`src/rtl/spi_flash_pkg.sv`:
```
// Shared constants and types for the SPI flash responder.
package spi_flash_pkg;

  localparam logic [7:0] OP_READ      = 8'h03;
  localparam logic [7:0] OP_FAST_READ = 8'h0B;

  // Wide enough to count ADDR_W or DUMMY_CYC sck rises (up to 63).
  localparam int CNT_W = 6;

  typedef enum logic [2:0] {
    IDLE,
    CMD,
    ADDR,
    DUMMY,
    DATA,
    IGNORE
  } state_t;

  function automatic logic is_read_op(input logic [7:0] op);
    return (op == OP_READ) || (op == OP_FAST_READ);
  endfunction

endpackage

```
`src/rtl/spi_pin_sync.sv`:
```
// Multi-flop synchronizer for one SPI pin with rise/fall detection on the
// last stage against one extra flop.
module spi_pin_sync #(
  parameter int   STAGES  = 2,
  parameter logic RST_VAL = 1'b0
) (
  input  logic clk,
  input  logic rst_n,
  input  logic i_pin,
  output logic o_rise,
  output logic o_fall
);

  logic [STAGES-1:0] r_sync;
  logic              r_prev;
  logic              w_level;

  always_ff @(posedge clk or negedge rst_n) begin
    if (!rst_n) begin
      r_sync <= {STAGES{RST_VAL}};
      r_prev <= RST_VAL;
    end else begin
      r_sync <= {r_sync[STAGES-2:0], i_pin};
      r_prev <= r_sync[STAGES-1];
    end
  end

  assign w_level = r_sync[STAGES-1];
  assign o_rise  = w_level & ~r_prev;
  assign o_fall  = ~w_level & r_prev;

endmodule

```
`src/rtl/spi_flash_rsp.sv`:
```
// Single-bit SPI mode-0 flash responder serving READ/FAST_READ from a
// byte-wide synchronous memory; all pins are oversampled on clk.
module spi_flash_rsp
  import spi_flash_pkg::*;
#(
  parameter int ADDR_W      = 24,
  parameter int SYNC_STAGES = 2,
  parameter int DUMMY_CYC   = 8
) (
  input  logic              clk,
  input  logic              rst_n,
  input  logic              spi_cs_n,
  input  logic              spi_sck,
  input  logic              spi_mosi,
  output logic              spi_miso,
  output logic              spi_miso_oe,
  output logic              mem_req,
  output logic [ADDR_W-1:0] mem_addr,
  input  logic [7:0]        mem_rdata,
  output logic              busy,
  output logic              cmd_err
);

  logic w_sck_rise;
  logic w_sck_fall;
  logic w_cs_rise;
  logic w_cs_fall;
  logic w_mosi;

  logic [SYNC_STAGES-1:0] r_mosi_sync;
  state_t                 r_state;
  logic [CNT_W-1:0]       r_cnt;
  logic [ADDR_W-1:0]      r_shift;
  logic [ADDR_W-1:0]      r_addr;
  logic                   r_fast;
  logic                   r_mem_req;
  logic                   r_req_d;
  logic [7:0]             r_tx;
  logic                   r_miso;
  logic                   r_oe;
  logic                   r_cmd_err;
  logic [ADDR_W-1:0]      w_shift_nxt;

  spi_pin_sync #(.STAGES(SYNC_STAGES), .RST_VAL(1'b0)) u_sck_sync (
    .clk    (clk),
    .rst_n  (rst_n),
    .i_pin  (spi_sck),
    .o_rise (w_sck_rise),
    .o_fall (w_sck_fall)
  );

  // cs_n synchronizer resets low, so a pin already low at reset release
  // produces no fall: a fresh rise then fall is needed to start a command.
  spi_pin_sync #(.STAGES(SYNC_STAGES), .RST_VAL(1'b0)) u_cs_sync (
    .clk    (clk),
    .rst_n  (rst_n),
    .i_pin  (spi_cs_n),
    .o_rise (w_cs_rise),
    .o_fall (w_cs_fall)
  );

  always_ff @(posedge clk or negedge rst_n) begin
    if (!rst_n) begin
      r_mosi_sync <= '0;
    end else begin
      r_mosi_sync <= {r_mosi_sync[SYNC_STAGES-2:0], spi_mosi};
    end
  end

  assign w_mosi      = r_mosi_sync[SYNC_STAGES-1];
  assign w_shift_nxt = {r_shift[ADDR_W-2:0], w_mosi};

  always_ff @(posedge clk or negedge rst_n) begin
    if (!rst_n) begin
      r_state   <= IDLE;
      r_cnt     <= '0;
      r_shift   <= '0;
      r_addr    <= '0;
      r_fast    <= 1'b0;
      r_mem_req <= 1'b0;
      r_req_d   <= 1'b0;
      r_tx      <= '0;
      r_miso    <= 1'b0;
      r_oe      <= 1'b0;
      r_cmd_err <= 1'b0;
    end else begin
      r_mem_req <= 1'b0;
      r_cmd_err <= 1'b0;
      r_req_d   <= r_mem_req;
      if (w_cs_rise) begin
        // Deselect wins over any coincident sck edge.
        r_state <= IDLE;
        r_cnt   <= '0;
        r_oe    <= 1'b0;
        r_miso  <= 1'b0;
        r_req_d <= 1'b0;
      end else begin
        case (r_state)
          IDLE: begin
            if (w_cs_fall) begin
              r_state <= CMD;
              r_cnt   <= '0;
            end
          end
          CMD: begin
            if (w_sck_rise) begin
              r_shift <= w_shift_nxt;
              if (r_cnt == CNT_W'(7)) begin
                r_cnt <= '0;
                if (is_read_op(w_shift_nxt[7:0])) begin
                  r_fast  <= (w_shift_nxt[7:0] == OP_FAST_READ);
                  r_state <= ADDR;
                end else begin
                  r_cmd_err <= 1'b1;
                  r_state   <= IGNORE;
                end
              end else begin
                r_cnt <= r_cnt + CNT_W'(1);
              end
            end
          end
          ADDR: begin
            if (w_sck_rise) begin
              r_shift <= w_shift_nxt;
              if (r_cnt == CNT_W'(ADDR_W - 1)) begin
                r_cnt  <= '0;
                r_addr <= w_shift_nxt;
                if (r_fast) begin
                  r_state <= DUMMY;
                end else begin
                  r_mem_req <= 1'b1;
                  r_state   <= DATA;
                end
              end else begin
                r_cnt <= r_cnt + CNT_W'(1);
              end
            end
          end
          DUMMY: begin
            if (w_sck_rise) begin
              if (r_cnt == CNT_W'(DUMMY_CYC - 1)) begin
                r_cnt     <= '0;
                r_mem_req <= 1'b1;
                r_state   <= DATA;
              end else begin
                r_cnt <= r_cnt + CNT_W'(1);
              end
            end
          end
          DATA: begin
            if (w_sck_fall) begin
              r_oe   <= 1'b1;
              r_miso <= r_tx[7];
              r_tx   <= {r_tx[6:0], 1'b0};
            end
            // Fresh byte arrives one clk after the request; it overrides any shift.
            if (r_req_d) begin
              r_tx <= mem_rdata;
            end
            if (w_sck_rise) begin
              if (r_cnt == CNT_W'(7)) begin
                r_cnt     <= '0;
                r_addr    <= r_addr + ADDR_W'(1);
                r_mem_req <= 1'b1;
              end else begin
                r_cnt <= r_cnt + CNT_W'(1);
              end
            end
          end
          IGNORE: begin
            r_oe <= 1'b0;
          end
          default: begin
            r_state <= IDLE;
          end
        endcase
      end
    end
  end

  assign spi_miso    = r_miso;
  assign spi_miso_oe = r_oe;
  assign mem_req     = r_mem_req;
  assign mem_addr    = r_addr;
  assign busy        = (r_state != IDLE);
  assign cmd_err     = r_cmd_err;

endmodule

```
`config.mk`:
```
export PLATFORM = sky130hd
export DESIGN_NAME = spi_flash_rsp
export DESIGN_NICKNAME = d
export VERILOG_FILES = /design/src/rtl/spi_flash_pkg.sv /design/src/rtl/spi_pin_sync.sv /design/src/rtl/spi_flash_rsp.sv
export SDC_FILE = /design/constraint.sdc
export NUM_CORES = 1
export LEC_CHECK = 0
export ABC_CLOCK_PERIOD_IN_PS = 5100
export BUFFER_PORTS_ARGS = -buffer_cell sky130_fd_sc_hd__buf_2
export CAP_MARGIN = 20
export CORE_UTILIZATION = 40
export CTS_CLUSTER_SIZE = 14
export DETAILED_ROUTE_END_ITERATION = 8
export PLACE_DENSITY_LB_ADDON = 0.3
export SLEW_MARGIN = 10
export SYNTH_ARGS = -nofsm -noshare
export SYNTH_HDL_FRONTEND = slang
export SYNTH_HIERARCHICAL = 1
export SYNTH_SLANG_ARGS = --single-unit
export TNS_END_PERCENT = 20
```
`constraint.sdc`:
```
create_clock -name clk -period 5.1 [get_ports clk]
set_input_delay 0.765 -clock clk [delete_from_list [all_inputs] [get_ports clk]]
set_output_delay 0.765 -clock clk [all_outputs]
set_load 0.05 [all_outputs]
```
==> results.md, run 1 <==
* Status: complete, no violations
* Clock Sinks at 78
* Post-Layout Cell Count at 556
* Top post-synthesis cells by area: dfrtp_1 (50%), mux2_2 (7.2%), a21oi_1 (5.0%), o21ai_0 (3.6%), nand2_1 (3.3%)
* H-tree Lvls at 3
* Ys async rst share at 100%
* Total power at 1.62 mW
* First drt pass iteration count at 4
* Synth unique cells at 52
* Initial Utilization at 41.9%
* First-pass GRT wire length at 14100 microns
* Slew Viols, Final at 0
* Setup violations, final at 0
* Worst clock skew at 0.0129 ns
* Peak supply drop at 0.157 mV
* Post-synth top cells: dfrtp_1 (78), a21oi_1 (39), nand2_1 (34), nor2_1 (28), o21ai_0 (28)
* Area delta synth->final at 13.0%
* Vias at 3049
* Worst-Margin Slew at 0.969 ns
* Max-Cap Viols at 0
* DIE WIDTH at 101 microns
* Lkg Pwr at 2.00 nW
* Initial antenna violation count at 0
* Overall routing resource usage at 17.8%
* Cell Area, Synth at 3920 sq um
* Seq cells post-synth at 78
* CP cell instances: or3_1 -> buf_2
* Number of synthesized flops with an enable pin at 0
* Buffer depth of the longest clock path at 2
* Drt via density at 5.48
* Pwr Density at 366 nW/um^2
* Number of diodes at 0
* Crit Path Max Fanout at 17
* Mapped Avg Cell Area at 10.0 sq um
* Core area at 9370 sq um
* Minimum clock period at 2.38 ns
* # rows at 35
* Ys Warns at 6
* Setup crit start kind: register
* Routed WL at 8270 microns
* Clock latency on the worst-skew pair at 0.35 ns
* Setup TNS at 0 ns
* CP bufs+invs at 1
* Required time of the critical path at 4.34 ns
* Die area at 10200 sq um
* Slew headroom at 35.4%
* CP peak stage delay at 0.59 ns
* 1st-iter DRT viols at 165
* PortBufs at 41
* Final HPWL DP at 5580 microns
* Hold Vio Cnt, Final at 0
* Routability cong. at 0.804
* Root Buffer: clkbuf_8
* Most frequent cell after synthesis: dfrtp_1
* CP Capture Type: primary output
* Nets at 437
* DRC viols at 0
* Post-synthesis cell count at 392
* Worst Path Class, Setup: register to primary output
* Share of cells above drive strength 1 at 23.9%
* Vias in the first global route at 2838
* CTS tree: done
* Clock slew at reported path FFs at 0.08 ns
* Total gr overflow at 0
* Num CTS Buffers at 9
* Most used flip-flop cell after synthesis: dfrtp_1
* Die span in y at 101 microns
* Hold crit path type: register to register
* Post-CTS Hold Fix Bufs at 0
* Top-Level Pins at 42
* Detail Route Antenna Nets at 0
* Post-Place Worst Slack at 2.72 ns
* Fin crit share at 46.7%
* Setup WS post-layout at 2.72 ns
* Post-CTS setup buffers at 0
* RSZ-0062 raised after global routing: false
* Dominant cell type by area after synthesis: dfrtp_1
* Arrival @ worst endpoint at 1.61 ns
* Pin count of the biggest net entering global routing at 79
* Max Clk Rate at 420 MHz
* Wire per inst at 14.9 microns
* Slowest-stage cell, CP: dfrtp_1
* Placed cells at 539
* Post-synth top area share at 49.8%
* Post-synthesis sequential area ratio at 49.8%
* Post-CTS Resized at 0
* Syn_nets at 407
* Cell family with most CP delay: flip-flops
-- power by group --
| part | total, mW | internal, mW | switching, mW | leakage, nW |
|---|---|---|---|---|
| combinational | 0.361 | 0.144 | 0.216 | 0.874 |
| clock | 0.509 | 0.277 | 0.232 | 0.106 |
| sequential | 0.753 | 0.677 | 0.0768 | 1.02 |
| total | 1.62 | 1.10 | 0.525 | 2.00 |
-- cells by family (layout without fill, tap and decap cells) --
logic type | count (synthesis) | count (layout) | share of synthesized area [%]
xor gates and xnor gates | 2 | 2 | 0.447
AOI/OAI and AO/OA | 102 | 102 | 15.7
adders and majority gates | 2 | 2 | 0.638
buffers and inverters | 31 | 66 | 3.60
and+or+nand+nor | 141 | 141 | 19.9
muxes | 36 | 36 | 9.98
DFF | 78 | 78 | 49.8
-- registers in the layout, indices dropped and copies added (netlist names) --
register	count
mem_addr	24
r_shift	23
r_tx	8
r_cnt	6
r_state	3
r_mosi_sync	2
u_cs_sync/r_sync	2
u_sck_sync/r_sync	2
cmd_err	1
mem_req	1
r_fast	1
r_req_d	1
spi_miso	1
spi_miso_oe	1
u_cs_sync/r_prev	1
u_sck_sync/r_prev	1
-- layout by cell type (no fill, tap or decap), drive strengths merged, types with 2 or more instances in the layout --
master / n
dfrtp: 78
buf: 45
a21oi: 39
nand2: 34
nor2: 30
o21ai: 28
mux2: 25
nand3: 23
mux2i: 11
and3: 10
o22ai: 9
clkbuf: 9
a2bb2oi: 7
and4: 7
nor2b: 6
inv: 6
nor3: 6
nand2b: 5
nor4: 5
a32oi: 4
nand4: 4
or3: 2
and4bb: 2
a31oi: 2
o2bb2ai: 2
o22a: 2
ha: 2
bufinv: 2
clkinvlp: 2
and2b: 2
clkinv: 2
-- worst reg2reg max path: stages (launching register included) --
cell     delay [ns]
dfrtp_1        0.60
nor2_4         0.23
nand2_1        0.55
nor3_4         0.68
nand3_1        0.13
o21ai_0        0.09
-- final cells by class --
type	count	area [sq um]
Fill cell	894	4940
Sequential cell	78	1950
Clock inverter	7	97.6
Clock buffer	9	124
Inverter	5	18.8
Tap cell	129	161
Timing Repair Buffer	45	241
Multi-Input combinational cell	283	1840
-- path summary, 6_finish.rpt --
path                                       from                    to  slack, ns  cells past startpoint
hold reg to reg            u_sck_sync/r_sync[0]  u_sck_sync/r_sync[1]       0.35                      0
max in group asynchronous                 rst_n          mem_addr[20]       3.91                      1
min in group asynchronous                 rst_n              r_cnt[3]       0.55                      1
setup reg to reg                     r_state[0]               r_tx[0]       2.73                      5
setup / recovery                     r_state[1]                  busy       2.72                      2
hold / removal             u_sck_sync/r_sync[0]  u_sck_sync/r_sync[1]       0.35                      0
-- layer usage --
metal  part of all wire [%]  up-vias  GRT usage (%)
met2                     46       56           27.2
met4                    1.9        0           7.69
met5                      0        -              0
met1                     49     1491           24.7
li1                       -     1486              -
met3                    3.6       16           3.47
-- per-stage QoR --
stage / utilization, % / hold slack (ns) / cell area [sq um]
6_report: 47.3 / 0.351 / 4430
5_1_grt: 47.3 / 0.375 / 4430
4_1_cts: 47.2 / 0.355 / 4420
3_5_place_dp: 44.8 / 0.338 / 4200
3_3_place_gp: 44.8 / 0.334 / 4200
2_1_floorplan: - / 0.331 / 3920
No activity file was read; power rests on OpenSTA's default activity.
==> run 2, diff against run 1 <==
Settings changed: ABC_CLOCK_PERIOD_IN_PS 5100 to 2000.
Clock period 5.1 ns to 2 ns, I/O delays scaled along.
==> run 2 against run 1 <==
Against the previous run:
- first-iteration DRC count increased by 15%
- critical path depth up 1
- register-to-register slack got worse by 2.6 ns
- clock power grew to 3.0 times the previous value
- sequential share of layout area shrank 2.3 points
- total power increased to 2.7 times the previous value
- global-route usage grew 0.57 points
- cell count up 2.9%
- combinational power rose to 2.8 times the previous value
- critical path type unchanged
- critical endpoint unchanged
- highest routed layer unchanged
==> results.md, run 2 (synthesis results as in run 1) <==
* Int Power at 3.11 mW
* Lkg Pwr at 2.13 nW
* Fin crit share at 96.8%
* Max-Cap Viols at 0
* Die area at 10200 sq um
* Hold Vio Cnt, Final at 0
* Number of diodes at 0
* First-pass GRT wire length at 14500 microns
* Total gr overflow at 0
* PortBufs at 41
* Clock slew at reported path FFs at 0.08 ns
* H-tree Lvls at 3
* RSZ-0062 raised after global routing: false
* Post-route cell area at 4670 sq um
* Final HPWL DP at 5900 microns
* Peak supply drop at 0.360 mV
* CTS tree: done
* # rows at 35
* Crit. Startpoint: r_state[1]
* CP Capture Type: primary output
* Nets at 453
* Fillers at 885
* Capture point of the worst reg-to-reg path: r_fast
* Worst Path Class, Setup: register to primary output
* DIE WIDTH at 101 microns
* Register Area at 1950 sq um
* Worst-Margin Slew at 0.452 ns
* 1st-iter DRT viols at 190
* DRC viols at 0
* Clk network pwr share at 34.6%
* FF-to-FF Start: r_shift[3]
* Crit path capture: busy
* Drt via density at 5.58
* Sw Ratio at 30.3%
* Cells on worst reg2reg path at 5
* Overall routing resource usage at 18.4%
* Top-Level Pins at 42
* Sequential Power Share at 42.7%
* Minimum clock period at 1.94 ns
* Root Buffer: clkbuf_8
* Initial antenna violation count at 0
* Clock Sinks at 78
* Required time of the critical path at 1.70 ns
* Hold crit path type: primary input to register
* Total power at 4.46 mW
* Setup TNS at 0 ns
* Combinational share of power at 22.7%
* Crit Path Max Fanout at 11
* Routed WL at 8640 microns
* Commonest non-fill, non-tap cell in the layout: dfrtp_1
* Most frequent cells in the layout: dfrtp_1 (77), buf_2 (40), a21oi_1 (39), nand2_1 (34)
* Detail Route Antenna Nets at 0
* Wire per inst at 15.1 microns
* Max Clk Rate at 517 MHz
* Worst clock skew at 0.0134 ns
* Num CTS Buffers at 9
* Net switching power figure at 1.35 mW
* Vias at 3189
* Buffer depth of the longest clock path at 2
* Routability cong. at 0.868
* Area delta synth->final at 19.2%
* Hold slack at 0.0481 ns
* Pin count of the biggest net entering global routing at 45
* Reg2Reg Setup Slack at 0.15 ns
* Setup violations, final at 0
* Arrival @ worst endpoint at 1.64 ns
* Share of cells above drive strength 1 at 26.9%
* Max reg flops at 24
* Core area at 9370 sq um
* Clock latency on the worst-skew pair at 0.36 ns
* Initial Utilization at 41.9%
* First drt pass iteration count at 5
* Multi-input gate area at 1840 sq um
* Status: complete, no violations
* Die span in y at 101 microns
* Slew headroom at 69.9%
* Vias in the first global route at 3014
* Pwr Density at 954 nW/um^2
* Placed Area at 4390 sq um
* Slew Viols, Final at 0
* Setup crit start kind: register
-- run 2: changes by cell type in the layout (fill, tap and decap cells not counted), sizes merged --
cell,delta
bufinv,+2
buf,+15
clkbuf,+1
inv,-1
dlygate4sd3,+1
clkinvlp,-2
-- run 2: area by class of cell --
cell class | instances | area share [%]
Timing Repair Buffer | 61 | 9.31
Tap cell | 129 | 3.45
Multi-Input combinational cell | 283 | 39.5
Sequential cell | 78 | 41.8
Clock buffer | 10 | 2.73
Clock inverter | 6 | 2.86
Inverter | 5 | 0.401
-- run 2: worst min-delay path by stage --
stage,startpoint,slack [ns],depth (start not counted),end
after detailed placement,rst_n,0.28,1,r_cnt[5]
final,spi_cs_n,0.05,1,u_cs_sync/r_sync[0]
after global routing,spi_cs_n,0.03,1,u_cs_sync/r_sync[0]
after global placement,rst_n,0.28,1,r_cnt[5]
after CTS,spi_cs_n,0.04,1,u_cs_sync/r_sync[0]
after floorplan,rst_n,0.004,0,cmd_err
-- run 2: metrics by stage --
step           cells  worst slack (ns)  util (%)
6_report         572            0.0649      49.9
5_1_grt          572            0.0105      49.9
4_1_cts          572            0.0518      49.8
3_5_place_dp     555             0.142      46.9
3_3_place_gp     555             0.183      46.9
2_1_floorplan    392            0.0310         -
-- run 2: layer usage --
| metal | up-vias | share of wire, % | wire length, microns | global-route usage (%) |
|---|---|---|---|---|
| li1 | 1523 | - | - | - |
| met1 | 1578 | 47 | 4050 | 24.2 |
| met2 | 77 | 47 | 4040 | 29.7 |
| met3 | 11 | 4.6 | 400 | 3.74 |
| met4 | 0 | 1.7 | 145 | 7.58 |
| met5 | - | 0 | 0 | 0 |
-- run 2: worst max-delay path: stages, from the launching register on --
cell	delay (ns)
dfrtp_2	0.51
buf_4	0.19
or3_1	0.36
buf_2	0.22
-- run 2: power groups by stage --
stage | clock, mW | combinational, mW | sequential [mW]
2_1_floorplan | 0 | 0.765 | 1.89
3_3_place_gp | 0 | 0.992 | 1.92
3_5_place_dp | 0 | 1.01 | 1.94
4_1_cts | 1.58 | 1.01 | 1.90
5_1_grt | 1.65 | 1.13 | 1.93
6_report | 1.54 | 1.01 | 1.91
-- run 2: what timing repair did --
action                                  4_1_cts  5_1_grt
resized for setup                             1        2
hold buffers                                  1        0
endpoints found under the hold margin        31        0
endpoints found under the setup margin        1        4
setup buffers                                 0        0
==> run 3, diff against run 2 <==
--- a/config.mk
+++ b/config.mk
@@ -13,5 +13,4 @@
 export DETAILED_ROUTE_END_ITERATION = 8
 export PLACE_DENSITY_LB_ADDON = 0.3
-export SLEW_MARGIN = 10
 export SYNTH_ARGS = -nofsm -noshare
 export SYNTH_HDL_FRONTEND = slang
==> constraint.sdc (replaced) <==
create_clock -name clk -period 2 [get_ports clk]
set_input_delay 0.1 -clock clk [delete_from_list [all_inputs] [get_ports clk]]
set_output_delay 0.1 -clock clk [all_outputs]
set_load 0.05 [all_outputs]
==> run 3 against run 2 <==
Against the previous run:
- global-route usage fell by 0.70 points
- highest routed layer unchanged
- largest cell class unchanged
- clock power fell by 20%
- setup slack improved by 0.076 ns
- die area did not move
- total power fell by 7.2%
==> results.md, run 3 (synthesis results as in run 1) <==
* H-tree Lvls at 3
* CP cell instances: or4_4 -> nor3_2 -> nand2_1 -> nor4_2 -> mux2_2
* FF-to-FF Start: r_shift[3]
* Vias at 3154
* Hold Vio Cnt, Final at 0
* Max Clk Rate at 538 MHz
* Clock Sinks at 78
* # rows at 35
* 1st-iter DRT viols at 164
* Pwr Density at 890 nW/um^2
* Share of cells above drive strength 1 at 26.7%
* Setup WS post-layout at 0.141 ns
* Fillers at 874
* Die span in y at 101 microns
* Top-Level Pins at 42
* Post-CTS setup buffers at 0
* Worst-Margin Slew at 0.457 ns
* Initial Utilization at 41.9%
* First-pass GRT wire length at 14200 microns
* Most frequent cells in the layout: dfrtp_1 (76), buf_2 (40), a21oi_1 (39), nand2_1 (34)
* Total gr overflow at 0
* Clock latency on the worst-skew pair at 0.35 ns
* DIE WIDTH at 101 microns
* Slew headroom at 69.6%
* Reg2Reg Setup Slack at 0.14 ns
* Number of diodes at 0
* Placed cells at 554
* Routability cong. at 0.860
* Lkg Pwr at 2.11 nW
* Peak supply drop at 0.432 mV
* Root Buffer: clkbuf_8
* Buffer depth of the longest clock path at 2
* Hold path depth at 3
* Arrival @ worst endpoint at 2.09 ns
* Vias in the first global route at 2957
* Worst Path Class, Setup: register to register
* Worst Hold Launch: mem_rdata[3]
* Core area at 9370 sq um
* CTS tree: done
* Slew Viols, Final at 0
* RSZ-0062 raised after global routing: false
* Routed WL at 8510 microns
* Setup crit start kind: register
* Post-Layout Cell Count at 575
* Minimum clock period at 1.86 ns
* Initial antenna violation count at 0
* DRC viols at 0
* Slowest-stage cell, CP: or4_4
* Detail Route Antenna Nets at 0
* Setup TNS at 0 ns
* Status: complete, no violations
* Max-Cap Viols at 0
* CP peak stage delay at 0.55 ns
* CP Capture Type: register
* Worst clock skew at 0.0122 ns
* Overall routing resource usage at 17.7%
* Endpoint, Worst Hold: r_tx[3]
* Final HPWL DP at 5780 microns
* Hold crit path type: primary input to register
* Fin crit share at 92.9%
* Drt via density at 5.49
* First drt pass iteration count at 4
* Cells on worst reg2reg path at 5
* Clock slew at reported path FFs at 0.08 ns
* Nets at 456
* Area delta synth->final at 18.6%
* Num CTS Buffers at 9
* PortBufs at 41
* Commonest non-fill, non-tap cell in the layout: dfrtp_1
* Wire per inst at 14.8 microns
* Required time of the critical path at 2.23 ns
* Pin count of the biggest net entering global routing at 46
* Capture point of the worst reg-to-reg path: r_fast
* Die area at 10200 sq um
* Setup violations, final at 0
* Post-Place Worst Slack at 0.0964 ns
* Max reg flops at 24
* Crit Path Max Fanout at 4
## run 3: worst max-delay path by stage
stage / startpoint / depth (start not counted) / slack [ns] / end
2_1_floorplan: mem_addr[0] / 7 / 0.03 / mem_addr[22]
3_3_place_gp: mem_addr[0] / 6 / 0.19 / mem_addr[22]
3_5_place_dp: mem_addr[0] / 6 / 0.1 / mem_addr[22]
4_1_cts: mem_addr[0] / 6 / 0.05 / mem_addr[22]
5_1_grt: r_state[0] / 5 / 0.02 / mem_addr[6]
6_report: r_shift[3] / 5 / 0.14 / r_fast
## run 3: critical path: cells and delay by family (launching register included)
| kind | cells | cell delay, ns |
|---|---|---|
| DFF | 1 | 0.40 |
| and+or+nand+nor | 4 | 1.00 |
| muxes | 1 | 0.36 |
## run 3: layout make-up
class / instances / area (sq um) / share of cell area, %
clock buffers: 10 / 138 / 2.96
clock inverters: 6 / 70.1 / 1.51
inverters: 5 / 18.8 / 0.403
repair buffers: 64 / 468 / 10.1
well taps: 129 / 161 / 3.47
multi-input cells: 283 / 1840 / 39.6
flip-flops and latches: 78 / 1950 / 42.0
## run 3: what timing repair did
action / in CTS / in global routing
setup endpoints to repair: 0 / 5
endpoints found under the hold margin: 37 / 0
gates resized for setup: 0 / 3
hold buffers: 5 / 0
## run 3: stage by stage
| step | total power, mW | area, sq um | hold WS (ns) | utilization [%] |
|---|---|---|---|---|
| 2_1_floorplan | 2.66 | 3920 | -0.196 | - |
| 3_3_place_gp | 2.91 | 4390 | 0.0806 | 46.8 |
| 3_5_place_dp | 2.94 | 4390 | 0.0862 | 46.8 |
| 4_1_cts | 4.17 | 4640 | 0.0411 | 49.5 |
| 5_1_grt | 4.37 | 4650 | 0.0446 | 49.6 |
| 6_report | 4.14 | 4650 | 0.0495 | 49.6 |
## run 3: report_power, final
group / internal [mW] / switching [mW]
clock network: 0.617 / 0.610
logic: 0.431 / 0.579
registers: 1.73 / 0.176
## run 3: metal layers
layer,vias up,part of all wire [%],track usage (%)
met5,-,0,0
met4,0,1.1,6.80
met3,11,3.9,2.43
met2,75,46,28.0
met1,1539,49,24.7
li1,1529,-,-
